## src/rtl/rx_pkg.sv

```systemverilog
// rx_pkg: shared constants for the receive CP-removal / serial-to-parallel path.
// Holds the FFT size, sample width, flat frame width and the FSM state encoding
// used by rx_cp_remove_s2p and rx_sample_buffer.
package rx_pkg;

  localparam int N_FFT    = 16;
  localparam int SAMPLE_W = 16;
  localparam int IDX_W    = 4;
  localparam int FRAME_W  = SAMPLE_W * N_FFT;

  // FSM encoding, kept as plain constants for legacy tool compatibility.
  localparam logic [1:0] ST_IDLE    = 2'd0;
  localparam logic [1:0] ST_SKIP_CP = 2'd1;
  localparam logic [1:0] ST_COLLECT = 2'd2;
  localparam logic [1:0] ST_HOLD    = 2'd3;

endpackage

```

## src/rtl/rx_sample_buffer.sv

```systemverilog
// rx_sample_buffer: 16-slot real/imag sample store, one slot written per enable.
// Latency: a write is visible on buf_real/buf_imag right after the capturing edge.
// Backpressure: none; the owner gates wr_en so the frame is frozen while held.
// Ports: clk, rst (async, active-high), wr_en, wr_idx (slot 0..15), wr_real,
//        wr_imag, buf_real/buf_imag (slot k at bits [16k+15:16k]).
module rx_sample_buffer
  import rx_pkg::*;
(
  input  logic                clk,
  input  logic                rst,
  input  logic                wr_en,
  input  logic [IDX_W-1:0]    wr_idx,
  input  logic [SAMPLE_W-1:0] wr_real,
  input  logic [SAMPLE_W-1:0] wr_imag,
  output logic [FRAME_W-1:0]  buf_real,
  output logic [FRAME_W-1:0]  buf_imag
);

  // Storage is kept directly in packed form so the output needs no flattening.
  always_ff @(posedge clk or posedge rst) begin
    if (rst) begin
      buf_real <= '0;
      buf_imag <= '0;
    end else if (wr_en) begin
      buf_real[32'(wr_idx) * SAMPLE_W +: SAMPLE_W] <= wr_real;
      buf_imag[32'(wr_idx) * SAMPLE_W +: SAMPLE_W] <= wr_imag;
    end
  end

endmodule

```

## src/rtl/rx_cp_remove_s2p.sv

```systemverilog
// rx_cp_remove_s2p: strips CP_LEN cyclic-prefix samples per OFDM symbol and
// gathers the next 16 samples into a parallel frame for the FFT core.
// Latency: out_valid rises right after the edge that captures sample 15.
// Backpressure: frame held until out_ready; samples arriving meanwhile are
// dropped with an overrun pulse.
// Ports: clk, rst (async, active-high), sym_start, sample_valid, in_real,
//        in_imag, out_ready, out_valid, out_real, out_imag, overrun, sym_err,
//        and overrun_cnt (8-bit) only when RX_OVERRUN_CNT_EN is defined.
// Optional feature macro: RX_OVERRUN_CNT_EN (saturating overrun counter).
module rx_cp_remove_s2p
  import rx_pkg::*;
#(
  parameter int CP_LEN = 1  // legal range 1..15
) (
  input  logic                clk,
  input  logic                rst,
  input  logic                sym_start,
  input  logic                sample_valid,
  input  logic [SAMPLE_W-1:0] in_real,
  input  logic [SAMPLE_W-1:0] in_imag,
  input  logic                out_ready,
  output logic                out_valid,
  output logic [FRAME_W-1:0]  out_real,
  output logic [FRAME_W-1:0]  out_imag,
  output logic                overrun,
  output logic                sym_err
`ifdef RX_OVERRUN_CNT_EN
  ,
  output logic [7:0]          overrun_cnt
`endif
);

  // A symbol start consumes CP sample 0; with a one-sample CP that is the
  // whole prefix, so the FSM goes straight to collection.
  localparam logic [1:0]       START_STATE = (CP_LEN == 1) ? ST_COLLECT : ST_SKIP_CP;
  localparam logic [IDX_W-1:0] START_CNT   = (CP_LEN == 1) ? '0 : IDX_W'(1);
  localparam logic [IDX_W-1:0] CP_LAST     = IDX_W'(CP_LEN - 1);
  localparam logic [IDX_W-1:0] SLOT_LAST   = IDX_W'(N_FFT - 1);

  logic [1:0]       state;
  logic [IDX_W-1:0] cnt;
  logic             start;
  logic             wr_en;
  logic             handshake;

  assign start     = sample_valid & sym_start;
  assign out_valid = (state == ST_HOLD);
  assign handshake = out_valid & out_ready;

  // A sym_start sample is never stored: it is CP sample 0 of the next symbol.
  assign wr_en = (state == ST_COLLECT) & sample_valid & ~sym_start;

  rx_sample_buffer u_buf (
    .clk      (clk),
    .rst      (rst),
    .wr_en    (wr_en),
    .wr_idx   (cnt),
    .wr_real  (in_real),
    .wr_imag  (in_imag),
    .buf_real (out_real),
    .buf_imag (out_imag)
  );

  always_ff @(posedge clk or posedge rst) begin
    if (rst) begin
      state   <= ST_IDLE;
      cnt     <= '0;
      overrun <= 1'b0;
      sym_err <= 1'b0;
    end else begin
      overrun <= 1'b0;
      sym_err <= 1'b0;
      case (state)
        ST_IDLE: begin
          if (start) begin
            state <= START_STATE;
            cnt   <= START_CNT;
          end
        end

        ST_SKIP_CP: begin
          if (start) begin
            sym_err <= 1'b1;
            state   <= START_STATE;
            cnt     <= START_CNT;
          end else if (sample_valid) begin
            if (cnt == CP_LAST) begin
              state <= ST_COLLECT;
              cnt   <= '0;
            end else begin
              cnt <= cnt + 1'b1;
            end
          end
        end

        ST_COLLECT: begin
          if (start) begin
            // Slots already written keep stale data until overwritten.
            sym_err <= 1'b1;
            state   <= START_STATE;
            cnt     <= START_CNT;
          end else if (sample_valid) begin
            if (cnt == SLOT_LAST) begin
              state <= ST_HOLD;
              cnt   <= '0;
            end else begin
              cnt <= cnt + 1'b1;
            end
          end
        end

        ST_HOLD: begin
          if (out_ready) begin
            // Handshake; a coinciding sym_start begins the next symbol now.
            // A plain sample on this cycle is discarded silently.
            if (start) begin
              state <= START_STATE;
              cnt   <= START_CNT;
            end else begin
              state <= ST_IDLE;
              cnt   <= '0;
            end
          end else if (sample_valid) begin
            overrun <= 1'b1;
          end
        end

        default: begin
          state <= ST_IDLE;
          cnt   <= '0;
        end
      endcase
    end
  end

`ifdef RX_OVERRUN_CNT_EN
  // Counts dropped samples per held frame; saturates, cleared by handshake.
  always_ff @(posedge clk or posedge rst) begin
    if (rst) begin
      overrun_cnt <= '0;
    end else if (handshake) begin
      overrun_cnt <= '0;
    end else if (out_valid && sample_valid && (overrun_cnt != 8'hFF)) begin
      overrun_cnt <= overrun_cnt + 8'd1;
    end
  end
`else
  logic unused_handshake;
  assign unused_handshake = handshake;
`endif

endmodule

```

## config.mk

```make
export PLATFORM = sky130hd
export DESIGN_NAME = rx_cp_remove_s2p
export DESIGN_NICKNAME = d
export VERILOG_FILES = /design/src/rtl/rx_pkg.sv /design/src/rtl/rx_sample_buffer.sv /design/src/rtl/rx_cp_remove_s2p.sv
export SDC_FILE = /design/constraint.sdc
export NUM_CORES = 1
export LEC_CHECK = 0
export ABC_AREA = 0
export CAP_MARGIN = 20
export CORE_UTILIZATION = 40
export CTS_CLUSTER_DIAMETER = 200
export DETAILED_ROUTE_END_ITERATION = 12
export DONT_BUFFER_PORTS = 1
export PLACE_DENSITY = 0.62
export SYNTH_ARGS = -nofsm -noshare
export SYNTH_HDL_FRONTEND = slang
export SYNTH_SLANG_ARGS = --single-unit
export TNS_END_PERCENT = 1
```

## constraint.sdc

```tcl
create_clock -name clk -period 20.8 [get_ports clk]
set_clock_uncertainty 0.15 [all_clocks]
set_input_delay 3.12 -clock clk [delete_from_list [all_inputs] [get_ports clk]]
set_output_delay 3.12 -clock clk [all_outputs]
set_load 0.01 [all_outputs]
```

==> results.cfg, run 1 <==
[status]
status = finished, final reports clean

[synthesis]
yosys-top-cells-area = dfrtp_1 (59%), nand2_1 (6.9%), o21ai_0 (6.5%)
synth_edf_count = 0
synth-async-reset-ratio_pct = 100
syn_area_per_cell_sq_um = 9.95
synth_cells = 2206
syn_nets = 2250
synth_ff_type = dfrtp_1
yosys-top-cells-count = dfrtp_1 (520), nand2_1 (404), inv_1 (299)
yosys.cell_types.count = 48
syn_area_sq_um = 21900
synth_top_area_cell = dfrtp_1
yosys_warnings = 0
yosys.area.top_type_share_pct = 59.3
synth.most_common_cell = dfrtp_1
ys_seq_area_share_pct = 59.3
ys_seq_elements = 520

[clock_tree]
clk_pin_slew_ns = 0.06
cts_buffers = 54
post_cts_buffers = 0
hold_buffers = 0
cts_tree = yes
cts_sinks = 520
clockRootBuffer = clkbuf_16
clk_latency_ns = 0.60
cts_resized = 0
htreeDepth = 2
ctsLongestPathBuffers = 3

[worst_setup_path]
crit_arrival_ns = 6.32
reg2reg_setup_slack_ns = 16.31
cpPeakStageDelay_ns = 1.06
start_kind = primary input
crit_path_top_delay_cell = or3_2
crit_type = in -> reg
worstPathRequired_ns = 21.16
path_cells = nand4bb_1 -> or3_2 -> nor3_4 -> buf_4 -> mux2i_1
crit_path_max_fanout = 66
cp-end-kind = flip-flop

[grt]
grt_pass1_vias = 15785
grt_pass1_wl_um = 108000
antenna_found_initial = 2
grt_usage_pct = 25.8
overflow = 0
grt_max_degree = 164

[cells_and_area]
ff_latch_area_sq_um = 13000
multi_input_area_sq_um = 7270
antenna_cells = 0
final_area_sq_um = 24600
synthToLayoutAreaGrowth_pct = 12.3
fin_util_pct = 45.6
stdcell_count = 2866
drive_gt1_share_pct = 10.8
fillCellCount = 5023
fin_nets = 2168

[route]
first_iter_violations = 1136
wl_per_cell_um = 25.6
via_per_inst = 5.56
route.detailed.drc = 0
via_count = 15925
drtPass1Iterations = 5
ant_nets = 0
totalWireLength_um = 73300

[placement]
dp_hpwl_um = 48800
numPortBuffers = 0
post-place-ws_ns = 14.16
gp_congestion = 0.828
place_inst = 2762
dpl_cell_area_sq_um = 22600

[timing]
worst_pin_slew_ns = 1.06
fin_setup_tns_ns = 0
rsz0062_at_grt = no
hold_slack_ns = 0.398
period_minus_slack_ns = 5.95
relSlewSlack_pct = 29.0
drv_slew = 0
fmax_ghz = 0.168
finalWorstSetupSlack_ns = 14.85
hold_violations = 0
fin_crit_sh_pct = 28.6
setup_viol = 0

[die]
ioPinCount = 552
fp.dieH_um = 236
initial_utilization_pct = 40.6
fp-row-count = 85
die_area_sq_um = 55800
chipWidth_um = 236
core_area_sq_um = 54000

[pwr]
power.leakage_nw = 11.3
power_density_nw_per_um2 = 150
finalPower_mw = 3.71
vdd_ir_drop_max_mv = 0.0986

[worst_hold_path]
min_path_type = reg -> reg

[run]
drv_cap = 0
==> cells by family after synthesis <==
group / count (synthesis) / synth area share (%)
xor+xnor: 2 / 0.114
fa+ha+maj: 7 / 0.399
buf+inv: 479 / 8.55
compound gates: 378 / 9.53
flops: 520 / 59.3
simple gates: 635 / 13.3
mux: 185 / 8.79
==> routing by layer <==
metal  vias up  wire [um]  track usage [%]
met5         -          6                0
li1       7037          -                -
met3       135       7170             8.75
met2       760      35200             42.8
met1      7991      28700             31.6
met4         2       2170             8.07
==> path summary, 6_finish.rpt <==
check / start / end / cells past startpoint
max in group asynchronous: rst / u_buf.buf_real[31]$_DFFE_PP0P_ / 3
hold / removal: u_buf.buf_real[116]$_DFFE_PP0P_ / u_buf.buf_real[116]$_DFFE_PP0P_ / 2
min in group asynchronous: rst / u_buf.buf_real[116]$_DFFE_PP0P_ / 1
setup / recovery: sym_start / u_buf.buf_real[195]$_DFFE_PP0P_ / 5
setup reg to reg: cnt[2]$_DFFE_PP0P_ / u_buf.buf_real[195]$_DFFE_PP0P_ / 7
hold reg to reg: u_buf.buf_real[116]$_DFFE_PP0P_ / u_buf.buf_real[116]$_DFFE_PP0P_ / 2
==> final cells by class <==
class | count | share of cell area [%]
Multi-Input combinational cell | 1207 | 29.5
Tap cell | 696 | 3.53
Timing Repair Buffer | 42 | 1.49
Inverter | 299 | 4.58
Clock buffer | 73 | 6.44
Clock inverter | 29 | 1.68
Sequential cell | 520 | 52.8
==> flip-flops by register name, indices dropped and copies added (netlist names) <==
| register | flops |
|---|---|
| u_buf.buf_imag | 256 |
| state | 2 |
| overrun | 1 |
| sym_err | 1 |
| cnt | 4 |
| u_buf.buf_real | 256 |
==> placed cells by master (no fill, tap or decap), types with 14 or more instances in the layout <==
master,count
clkbuf_16,57
buf_4,38
dfrtp_1,520
nand3_1,116
inv_1,298
nand4_1,56
nand2_1,404
o21ai_0,283
o31ai_1,64
mux2i_1,123
mux2_2,59
clkinv_2,14
o21ai_1,17
==> worst max-delay path, delay by kind of cell <==
kind | cells | cell delay (ns)
multiplexers | 1 | 0.25
AND/OR/NAND/NOR | 3 | 2.43
buffers and inverters | 1 | 0.49
==> report_power, final <==
| group | internal (mW) | switching (mW) | total (mW) |
|---|---|---|---|
| sequential | 1.33 | 0.453 | 1.78 |
| combinational | 0.264 | 0.589 | 0.854 |
| clock | 0.660 | 0.413 | 1.07 |
| total | 2.25 | 1.46 | 3.71 |
Note: power is estimated with default switching activity, not from simulation.
==> run 2, diff against run 1 <==
Settings changed: ABC_AREA 0 to 1, PLACE_DENSITY 0.62 to 0.64.
Clock period 20.8 ns to 4.9 ns, I/O delays scaled along.
==> run 2 against run 1 <==
- clock power rose to 4.2 times the previous value
- register-to-register slack worse by 16 ns
- area after synthesis grew 5.8%
- largest cell class unchanged
- highest routed layer unchanged
==> results.cfg, run 2 <==
[status]
status = finished, final reports clean

[pwr]
power.leakage_nw = 12.2
power_density_nw_per_um2 = 444
switching_share_pct = 34.9
p_sw_mw = 3.98
combPwrFrac_pct = 20.3
seqPwrFrac_pct = 40.2
clockPowerShare_pct = 39.5
p_int_mw = 7.43
vdd_ir_drop_max_mv = 0.326

[synthesis]
yosys_warnings = 0
synth_edf_count = 0
yosys-top-cells-area = dfrtp_1 (56%), nand2_1 (16%), o21ai_0 (8.0%)
syn_area_per_cell_sq_um = 8.12
synth-simple-area-share_pct = 30.0
synth_cells = 2860
ys_seq_area_share_pct = 56.0
yosys-top-cells-count = nand2_1 (1014), dfrtp_1 (520), o21ai_0 (369)
synth_adder_area_share_pct = 0.377
synth_ff_type = dfrtp_1
ys_seq_elements = 520
synth-compound-area-share_pct = 8.21
synth.most_common_cell = nand2_1
synth_xor_area_share_pct = 0.0377
synth_top_family_by_area = simple AND/OR/NAND/NOR gates
yosys.cell_types.count = 23
synth_top_area_cell = dfrtp_1
syn_nets = 2904
synth_mux_area_share_pct = 0
syn_area_sq_um = 23200
synth-async-reset-ratio_pct = 100
yosys.area.top_type_share_pct = 56.0

[clock_tree]
post_cts_buffers = 0
cts_resized = 0
clockRootBuffer = clkbuf_16
hold_buffers = 1
cts_buffers = 55
clk_latency_ns = 0.64
cts_sinks = 520
ctsLongestPathBuffers = 3
clk_pin_slew_ns = 0.06
htreeDepth = 2
cts_tree = yes

[route]
wl_per_cell_um = 25.7
ant_nets = 0
totalWireLength_um = 90600
via_per_inst = 5.75
first_iter_violations = 2129
via_count = 20271
route.detailed.drc = 0
drtPass1Iterations = 5

[die]
ioPinCount = 552
fp-row-count = 87
fp.dieH_um = 243
core_area_sq_um = 56800
chipWidth_um = 243
die_area_sq_um = 59000
initial_utilization_pct = 40.9

[timing]
worst_pin_slew_ns = 1.12
drv_slew = 0
finalWorstSetupSlack_ns = 0.574
rsz0062_at_grt = no
hold_slack_ns = 0.0985
setup_viol = 0
hold_violations = 0
period_minus_slack_ns = 4.33
fin_crit_sh_pct = 88.3
relSlewSlack_pct = 24.5
fmax_ghz = 0.231
fin_setup_tns_ns = 0

[worst_hold_path]
min_path_type = in -> reg

[worst_setup_path]
crit_type = reg -> reg
start_kind = flip-flop
crit_arrival_ns = 4.73
cp-end-kind = flip-flop
worstPathRequired_ns = 5.31
crit_path_max_fanout = 49

[grt]
antenna_found_initial = 6
grt_pass1_vias = 19152
grt_max_degree = 169
grt_pass1_wl_um = 134000
overflow = 0
grt_usage_pct = 30.3

[cells_and_area]
drive_gt1_share_pct = 6.28
synthToLayoutAreaGrowth_pct = 10.6
fin_util_pct = 45.2
fin_nets = 2770
final_common_cell = nand2_1
top_regs = u_buf.buf_imag x256, u_buf.buf_real x256, cnt x4
final_cell_mix = nand2_1 (1006), dfrtp_1 (520), o21ai_0 (369), nand3_1 (216), nor3_1 (184)
stdcell_count = 3527

[placement]
place_inst = 3419
post-place-ws_ns = 0.648
gp_congestion = 0.900
dp_hpwl_um = 61500
numPortBuffers = 0

[run]
drv_cap = 0
[run 2: cell types whose count changed after synthesis, moves of 86 or more]
cell     before   now
o21ai_0     283   369
nor3_1       11   184
nor2_1        6   147
mux2i_1     123     0
inv_1       299    53
nand2_1     404  1014
nand3_1     116   219
[run 2: worst paths after layout]
| check | start | end | slack [ns] | cells after the start |
|---|---|---|---|---|
| min reg2reg | u_buf.buf_imag[161]$_DFFE_PP0P_ | u_buf.buf_imag[161]$_DFFE_PP0P_ | 0.40 | 2 |
| min | sample_valid | overrun$_DFF_PP0_ | 0.1 | 2 |
| max in group asynchronous | rst | u_buf.buf_imag[30]$_DFFE_PP0P_ | 2.67 | 3 |
| max | cnt[0]$_DFFE_PP0P_ | u_buf.buf_imag[228]$_DFFE_PP0P_ | 0.57 | 9 |
| max reg2reg | cnt[0]$_DFFE_PP0P_ | u_buf.buf_imag[228]$_DFFE_PP0P_ | 0.57 | 9 |
| min in group asynchronous | rst | u_buf.buf_real[162]$_DFFE_PP0P_ | 0.56 | 2 |
[run 2: kinds of logic after synthesis]
family | count (synthesis)
AND/OR/NAND/NOR | 1653
flip-flops | 520
AO/OA/AOI/OAI | 381
buffers and inverters | 298
adder cells (fa/ha/maj) | 7
XOR/XNOR | 1
[run 2: cell type report]
cell class	count	area (sq um)
diodes	1	2.50
clock buffers	80	1620
clock inverters	21	339
fillers	5587	31100
inverters	59	235
multi-input cells	2042	9050
flip-flops and latches	520	13000
well taps	756	946
repair buffers	48	470
[run 2: stage by stage]
step	cell area, sq um	total power [mW]
floorplan	23200	6.21
global placement	23600	6.90
detailed placement	23600	6.93
CTS	25600	11.4
global route	25700	11.8
finish	25700	11.4
[run 2: power groups by stage]
stage,clock network (mW),logic [mW],registers (mW)
floorplan,0,1.61,4.60
global placement,0,2.24,4.65
detailed placement,0,2.27,4.66
CTS,4.56,2.27,4.58
global route,4.72,2.52,4.59
finish,4.51,2.32,4.58
[run 2: routing by layer]
metal  part of all wire, %  wire length [um]  vias up  track usage, %
li1                      -                 -     9075               -
met1                    38             34700     9909            37.8
met2                    46             41600     1078            47.3
met3                    11             10400      197            11.3
met4                   4.3              3870       12            12.5
met5                 0.099                90        -               0
[run 2: worst max-delay path, stage by stage (launching register included)]
cell,delay (ns)
dfrtp_1,0.47
nor3_1,0.55
ha_4,0.44
inv_6,0.34
nand2_1,0.16
nor2_4,0.36
nand2_2,0.57
nor2_4,0.87
nand2_1,0.12
nand2_1,0.11
